--- src/rtl/dht_pkg.sv ---
// Shared types and constants for the DHT BCD formatter.
// Holds the FSM state enum, default limits and the double-dabble step.
package dht_pkg;

  typedef enum logic [2:0] {
    S_IDLE,
    S_CAPTURE,
    S_CONV_HUM,
    S_CONV_TEMP,
    S_PRESENT
  } dht_state_e;

  localparam int HUM_MAX_DEF  = 1000;
  localparam int TEMP_MAX_DEF = 800;
  localparam int CONV_LEN     = 16;
  localparam int NUM_DIGITS   = 4;

  // One double-dabble step on {bcd[15:0], bin[15:0]}: add-3 then shift.
  function automatic logic [31:0] dd_step(input logic [31:0] x);
    logic [31:0] y;
    y = x;
    for (int d = 0; d < NUM_DIGITS; d++) begin
      if (y[16+4*d +: 4] >= 4'd5)
        y[16+4*d +: 4] = y[16+4*d +: 4] + 4'd3;
    end
    return {y[30:0], 1'b0};
  endfunction

endpackage

--- src/rtl/bin2bcd_seq.sv ---
// Sequential 16-bit binary to 4-digit BCD converter, one shift per clock.
// The start cycle performs the first shift, so a result takes 16 clocks.
module bin2bcd_seq
  import dht_pkg::*;
(
  input  logic        clk,
  input  logic        rst,
  input  logic        i_start,
  input  logic [15:0] i_bin,
  output logic        o_done,
  output logic [15:0] o_bcd
);

  logic [31:0] r_sr;
  logic [3:0]  r_cnt;
  logic        r_run;
  logic [31:0] w_next;

  assign w_next = dd_step(r_sr);

  always_ff @(posedge clk or negedge rst) begin
    if (!rst) begin
      r_sr  <= '0;
      r_cnt <= '0;
      r_run <= 1'b0;
    end else if (i_start) begin
      r_sr  <= dd_step({16'h0000, i_bin});
      r_cnt <= 4'd1;
      r_run <= 1'b1;
    end else if (r_run) begin
      r_sr  <= w_next;
      r_cnt <= r_cnt + 4'd1;
      if (r_cnt == 4'(CONV_LEN - 1))
        r_run <= 1'b0;
    end
  end

  // Done marks the cycle whose edge applies the final shift.
  assign o_done = r_run && (r_cnt == 4'(CONV_LEN - 1));
  assign o_bcd  = w_next[31:16];

endmodule

--- src/rtl/dht_bcd_formatter.sv ---
// DHT sensor word to BCD formatter with valid/ready result handshake.
// Define DHT_FMT_RANGE_CHECK_EN to reject out-of-range samples instead of clamping.
module dht_bcd_formatter
  import dht_pkg::*;
#(
  parameter int HUM_MAX  = HUM_MAX_DEF,
  parameter int TEMP_MAX = TEMP_MAX_DEF
) (
  input  logic        clk,
  input  logic        rst,
  input  logic [31:0] dht_data,
  input  logic        out_ready,
  output logic        out_valid,
  output logic [15:0] hum_bcd,
  output logic [15:0] temp_bcd,
  output logic        temp_neg,
  output logic        range_err,
  output logic        busy
);

  dht_state_e  r_state;
  logic [31:0] r_last;
  logic [15:0] r_hum_w;
  logic [15:0] r_temp_w;
  logic        r_neg_w;
  logic [15:0] r_hum_res;
  logic        r_start;
  logic        r_valid;
  logic [15:0] r_hum_bcd;
  logic [15:0] r_temp_bcd;
  logic        r_temp_neg;
`ifdef DHT_FMT_RANGE_CHECK_EN
  logic        r_range_err;
`endif

  logic [15:0] w_hum_raw;
  logic [15:0] w_tmag;
  logic        w_hum_oor;
  logic        w_temp_oor;
  logic [15:0] w_conv_in;
  logic        w_done;
  logic [15:0] w_bcd;

  assign w_hum_raw  = dht_data[31:16];
  assign w_tmag     = {1'b0, dht_data[14:0]};
  assign w_hum_oor  = w_hum_raw > 16'(HUM_MAX);
  assign w_temp_oor = w_tmag > 16'(TEMP_MAX);
  assign w_conv_in  = (r_state == S_CONV_TEMP) ? r_temp_w : r_hum_w;

  bin2bcd_seq u_conv (
    .clk     (clk),
    .rst     (rst),
    .i_start (r_start),
    .i_bin   (w_conv_in),
    .o_done  (w_done),
    .o_bcd   (w_bcd)
  );

  always_ff @(posedge clk or negedge rst) begin
    if (!rst) begin
      r_state    <= S_IDLE;
      r_last     <= '0;
      r_hum_w    <= '0;
      r_temp_w   <= '0;
      r_neg_w    <= 1'b0;
      r_hum_res  <= '0;
      r_start    <= 1'b0;
      r_valid    <= 1'b0;
      r_hum_bcd  <= '0;
      r_temp_bcd <= '0;
      r_temp_neg <= 1'b0;
`ifdef DHT_FMT_RANGE_CHECK_EN
      r_range_err <= 1'b0;
`endif
    end else begin
      r_start <= 1'b0;
`ifdef DHT_FMT_RANGE_CHECK_EN
      r_range_err <= 1'b0;
`endif
      unique case (r_state)
        S_IDLE: begin
          if (dht_data != r_last)
            r_state <= S_CAPTURE;
        end
        S_CAPTURE: begin
          r_last   <= dht_data;
          r_hum_w  <= w_hum_oor ? 16'(HUM_MAX) : w_hum_raw;
          r_temp_w <= w_temp_oor ? 16'(TEMP_MAX) : w_tmag;
          r_neg_w  <= dht_data[15] && (w_tmag != 16'h0000);
`ifdef DHT_FMT_RANGE_CHECK_EN
          if (w_hum_oor || w_temp_oor) begin
            r_range_err <= 1'b1;
            r_state     <= S_IDLE;
          end else begin
            r_start <= 1'b1;
            r_state <= S_CONV_HUM;
          end
`else
          r_start <= 1'b1;
          r_state <= S_CONV_HUM;
`endif
        end
        S_CONV_HUM: begin
          if (w_done) begin
            r_hum_res <= w_bcd;
            r_start   <= 1'b1;
            r_state   <= S_CONV_TEMP;
          end
        end
        S_CONV_TEMP: begin
          if (w_done) begin
            r_hum_bcd  <= r_hum_res;
            r_temp_bcd <= w_bcd;
            r_temp_neg <= r_neg_w;
            r_valid    <= 1'b1;
            r_state    <= S_PRESENT;
          end
        end
        S_PRESENT: begin
          if (out_ready) begin
            r_valid <= 1'b0;
            r_state <= S_IDLE;
          end
        end
        default: r_state <= S_IDLE;
      endcase
    end
  end

  assign out_valid = r_valid;
  assign hum_bcd   = r_hum_bcd;
  assign temp_bcd  = r_temp_bcd;
  assign temp_neg  = r_temp_neg;
  assign busy      = (r_state != S_IDLE);
`ifdef DHT_FMT_RANGE_CHECK_EN
  assign range_err = r_range_err;
`else
  assign range_err = 1'b0;
`endif

endmodule

--- config.mk ---
export PLATFORM = sky130hd
export DESIGN_NAME = dht_bcd_formatter
export DESIGN_NICKNAME = d
export VERILOG_FILES = /design/src/rtl/dht_pkg.sv /design/src/rtl/bin2bcd_seq.sv /design/src/rtl/dht_bcd_formatter.sv
export SDC_FILE = /design/constraint.sdc
export NUM_CORES = 1
export LEC_CHECK = 0
export CORE_ASPECT_RATIO = 1.1
export CORE_MARGIN = 5
export CORE_UTILIZATION = 50
export CTS_CLUSTER_DIAMETER = 150
export DETAILED_ROUTE_END_ITERATION = 10
export GPL_ROUTABILITY_DRIVEN = 0
export HOLD_SLACK_MARGIN = 0.02
export PLACE_DENSITY = 0.72
export SYNTH_ARGS = -nofsm -noshare
export SYNTH_HDL_FRONTEND = slang
export SYNTH_SLANG_ARGS = --single-unit
--- constraint.sdc ---
create_clock -name clk -period 2.5 [get_ports clk]
set_clock_uncertainty 0.15 [all_clocks]
set_input_delay 0.625 -clock clk [delete_from_list [all_inputs] [get_ports clk]]
set_output_delay 0.625 -clock clk [all_outputs]
set_load 0.1 [all_outputs]
* Word level (Yosys, flattened, before mapping)
Cells that the tools add are included.
Storage, ports and cells: latch bits 0, input bits 35, memories kept 0, memory bits (read-only) 0, memory bits (writable) 0, register bits after elaboration 156, output and inout port bits 36
Cells by class: multiplexer cells 24, $mul 0, equality and inequality tests 10, shifts and indexed selects 0, reductions and logical operators 11, $lt $le $gt $ge 6, add/sub/neg operators 5, div/mod/pow operators 0, bitwise gates (word level) 0
Operators with widths (number):
- 32-bit two-way mux | 2
- 16-bit two-way mux | 2
- 32-bit inequality test | 1
- 4-bit two-way mux | 5
- 4-bit by 3-bit greater-or-equal comparator with 1-bit output, second input constant | 4
- 16-bit by 10-bit greater-than comparator with 1-bit output, second input constant | 1
- 16-bit nonzero test | 1
- 15-bit by 10-bit greater-than comparator with 1-bit output, second input constant | 1
- 15-bit two-way mux | 1
- 3-bit two-way mux | 5
- 3-bit one-hot mux with 5 select lines | 1
- 4-bit by 2-bit adder with 4-bit output, second input constant | 3
- 3-bit by 2-bit == test with 1-bit output, second input constant | 2
- 1-bit two-way mux | 6
- 4-bit by 1-bit adder with 4-bit output, second input constant | 1
- 4-bit == test, second input constant | 1
- 2-bit by 1-bit inequality test with 1-bit output, second input constant | 2
- 2-bit inequality test, second input constant | 2
- 1-bit one-hot mux with 2 select lines | 2
- 2-bit AND reduction | 2
- 4-bit AND reduction | 1
- 2-bit nonzero test | 2
- 3-bit by 2-bit adder with 3-bit output, second input constant | 1
- 3-bit by 1-bit == test with 1-bit output, second input constant | 1
- 5 further kinds | 6

* Depth between registers and ports, before layout
depth in word-level cells 4, mapped depth 7, gate-level depth less buffers 7

* Modules after synthesis
From an unflattened synthesis, not the netlist that was laid out.
Second synthesis, totals: cells, all modules 649, area, all modules 7059.3 µm²
Modules (own cells, without submodules):
- dht_bcd_formatter | times used 1, area each 5002.3 µm², sequential area each 2952.8 µm², cells an instance 430
- bin2bcd_seq | times used 1, area each 2057.0 µm², sequential area each 900.9 µm², cells an instance 219

* Least setup slack after synthesis
Ideal clock, no wire load.
path type reg2reg, start point register r_state[2], end point register r_state[0], setup time 0.132 ns, path buffers 1, period minus slack after synthesis 2.288 ns, slack 0.212 ns, stages on the path, launching flop included 7, arrival 2.006 ns, cell sequence dfrtp_1 -> buf_4 -> or3_1 -> nor3_1 -> nand4_1 -> nor4_1 -> o22ai_1
Between the ends: word-level cells in the longest chain between the ends 3, elaborated cells on any way between the ends 11, classes of those cells eq/ne (8); mux (1); reduce/logical (2)
RTL lines:
- start, declared | RTL line dht_bcd_formatter.sv:21 | dht_state_e r_state;
- start signal, assigned | RTL line dht_bcd_formatter.sv:61 | r_state <= S_IDLE;
- start signal, assigned | RTL line dht_bcd_formatter.sv:83 | r_state <= S_CAPTURE;
- start signal, assigned | RTL line dht_bcd_formatter.sv:100 | r_state <= S_CONV_HUM;
- 3-bit by 2-bit == test with 1-bit output, or another cell as far along | RTL line dht_bcd_formatter.sv:80 | unique case (r_state)
- 2-bit by 1-bit inequality test with 1-bit output (no source line) / 2-bit inequality test (equally long branches)
- 4-bit AND reduction (no source line)
Several ways; a longest one is shown, not always the timed one. A chain may end at the register's enable or synchronous reset.

* Final worst setup path
start point register r_state[2], end point output port busy
Between the ends: word-level cells in the longest chain between the ends 1
RTL lines:
- 3-bit nonzero test | RTL line dht_bcd_formatter.sv:134 | assign busy = (r_state != S_IDLE);
- end, declared | RTL line dht_bcd_formatter.sv:18 | output logic busy
No other way between the ends.

==> results.cfg <==
[drt]
dr.pass1.iters = 5
wl_per_cell_um = 15.0
post_drt_via_cell_ratio = 5.32
totalWireLength_mm = 14.2
drt_first_iter_violations = 317
ant_nets = 0
drc = 0
num_vias = 5020

[critical_path]
timing.critical_path.from = r_state[2]
r2r-end = r_state[0]
worstSetupStartpointType = register
reg2reg_from = r_state[2]
reg2reg_depth = 5
r2r_slack_ns = 0.26
worst-path-max-fanout = 9
cp-end-kind = primary output
worstSetupPathType = reg2out
crit_required_ns = 1.73
crit_arrival_ns = 1.61

[job]
cap_violations = 0

[cts]
cts_tree = built
cts_resized = 0
clockBufferDepth = 2
cts_hold_buf = 0
clock_sinks = 154
htreeDepth = 4
postCtsSetupRepairBufs = 0
path_clk_slew_ns = 0.06
insertion_delay_ns = 0.42
cts-root-buf = clkbuf_16
cts_buffers = 17

[global_routing]
grt_remaining_overflow = 0
grt_pass1_vias = 5163
grt_pass1_wl_mm = 24.3
antenna_found_initial = 0
grt.busiest_layer = met2
grt_use_total_pct = 18.7
grt_use_met2_pct = 31.5
grt_start_max_net_pins = 61
use_met1_pct = 23.3
use_met3_pct = 4.16

[synth]
yosys_warnings = 0
syn_area_sq_um = 6920
synth_seq_cells = 154
netlist-cell-type-count = 45
yosysTopAreaCellShare_pct = 55.7
async_flop_share_pct = 100
yosys-top-cells-area = dfrtp_1 (56%), nand2_1 (6.5%), mux2_2 (4.4%), xor2_1 (4.1%), a21oi_1 (3.7%)
synth.avg_cell_area_sq_um = 10.5
synth_seq_area_share_pct = 55.7
synth.most_common_cell = dfrtp_1
netlist_instances = 658
synth_edf_count = 0
ys_dominant_reg_cell = dfrtp_1
synth_top_area_cell = dfrtp_1
syn-num-nets = 702
ys_top_cells_by_count = dfrtp_1 (154), nand2_1 (120), a21oi_1 (51)

[power_and_ir_drop]
p_leak_nw = 4.04
peakVddDrop_v = 0.000459
power_density_nw_per_um2 = 1270

[die]
num_rows = 45
die_y_um = 133
core_sq_um = 13700
die_area_sq_um = 16300
pin_count = 71
die_w_um = 122
initial_core_util_pct = 50.5

[place]
dpl.cell_count = 912
dpl.hpwl_mm = 9.88
pre_cts_ws_ns = -0.0194
port_buffers = 69

[outcome]
outcome = finished clean

[min_path]
hp-class = in2async

[sta]
fin_ws_ns = 0.112
worstMarginPinSlew_ns = 0.594
min_period_over_period_pct = 95.5
finalSetupViolCount = 0
hold_viol = 0
finalMaxSlewViolations = 0
post-route-min-period_ns = 2.39
slew_headroom_pct = 60.4
max_freq_ghz = 0.419
rsz0062_at_grt = false

[layout]
area_growth_pct = 23.1
drive_above_1_share_pct = 18.7
fin_cells = 944
layout.nets = 787
diodes = 0
-- cell usage in the layout, fill, tap and decap left out, drive strengths merged, types with 3 or more instances in the layout --
cell type	n
nand3	13
nand2b	6
nor2b	12
a22o	3
mux2i	22
o21ai	16
nand3b	4
xor2	32
buf	67
clkbuf	22
o22a	3
nor2	46
ha	9
nor3b	9
mux2	30
a211oi	21
nor4	9
a21oi	62
bufinv	3
dfrtp	154
xnor2	7
nand2	120
clkdlybuf4s50	33
nand4	3
nor3	7
clkinv	4
and2	12
inv	10
-- final cells by class --
cell class              count  area, sq um
fillers                  1146         5170
flip-flops and latches    154         3850
multi-input cells         461         2870
repair buffers            100          912
clock buffers              22          464
well taps                 188          235
clock inverters            10          141
inverters                   9         33.8
-- how the worst max path moves through the flow --
stage	slack, ns	end
3_3_place_gp	0.08	r_hum_w[9]
2_1_floorplan	0.21	r_state[0]
3_5_place_dp	-0.02	r_state[0]
6_report	0.11	busy
4_1_cts	0.09	busy
5_1_grt	0.07	busy
-- routing by layer --
layer	vias to the layer above	part of all wire [%]
li1	2405	-
met1	2470	43
met2	122	51
met3	23	4.3
met4	0	2.1
met5	-	0
-- worst max-delay path, cell delays in order (launching register included) --
cell and delay [ns]:
dfrtp_1 0.49, or3_1 0.50, buf_12 0.20
-- report_power, final --
part           leakage (nW)  internal (W)  switching [W]  total, W
registers              1.95       0.00337       0.000635   0.00401
logic                  1.80       0.00147        0.00277   0.00424
clock network         0.291       0.00162       0.000984   0.00261
-- sequential cells by signal, indices dropped and copies added (netlist names) --
register      count
u_conv.r_cnt      4
temp_neg          1
out_valid         1
r_temp_w         15
r_start           1
temp_bcd         16
u_conv.r_sr      31
r_hum_res        16
r_state           3
u_conv.r_run      1
r_last           32
r_hum_w          16
r_neg_w           1
hum_bcd          16
-- kinds of logic (layout without fill, tap and decap cells) --
group                    after synthesis  after routing  synth area share (%)
AO/OA/AOI/OAI                        111            111                  9.95
other                                  1              1                0.0542
XOR/XNOR                              39             39                  4.94
flip-flops                           154            154                  55.7
AND/OR/NAND/NOR                      249            249                  16.8
adder cells (fa/ha/maj)                9              9                  1.63
buffers and inverters                 43            141                  2.86
multiplexers                          52             52                  8.07
-- through the flow --
stage | hold slack (ns) | util (%) | TNS, ns | power (W) | area, sq um
after floorplan | 0.179 | - | 0 | 0.00722 | 6920
after global placement | 0.313 | 57.8 | 0 | 0.00810 | 7910
after detailed placement | 0.321 | 57.8 | -0.0194 | 0.00829 | 7910
after CTS | 0.0322 | 62.2 | 0 | 0.0110 | 8510
after global routing | 0.0615 | 62.2 | 0 | 0.0115 | 8510
final | 0.0175 | 62.2 | 0 | 0.0108 | 8510
No activity file was read; power rests on OpenSTA's default activity.
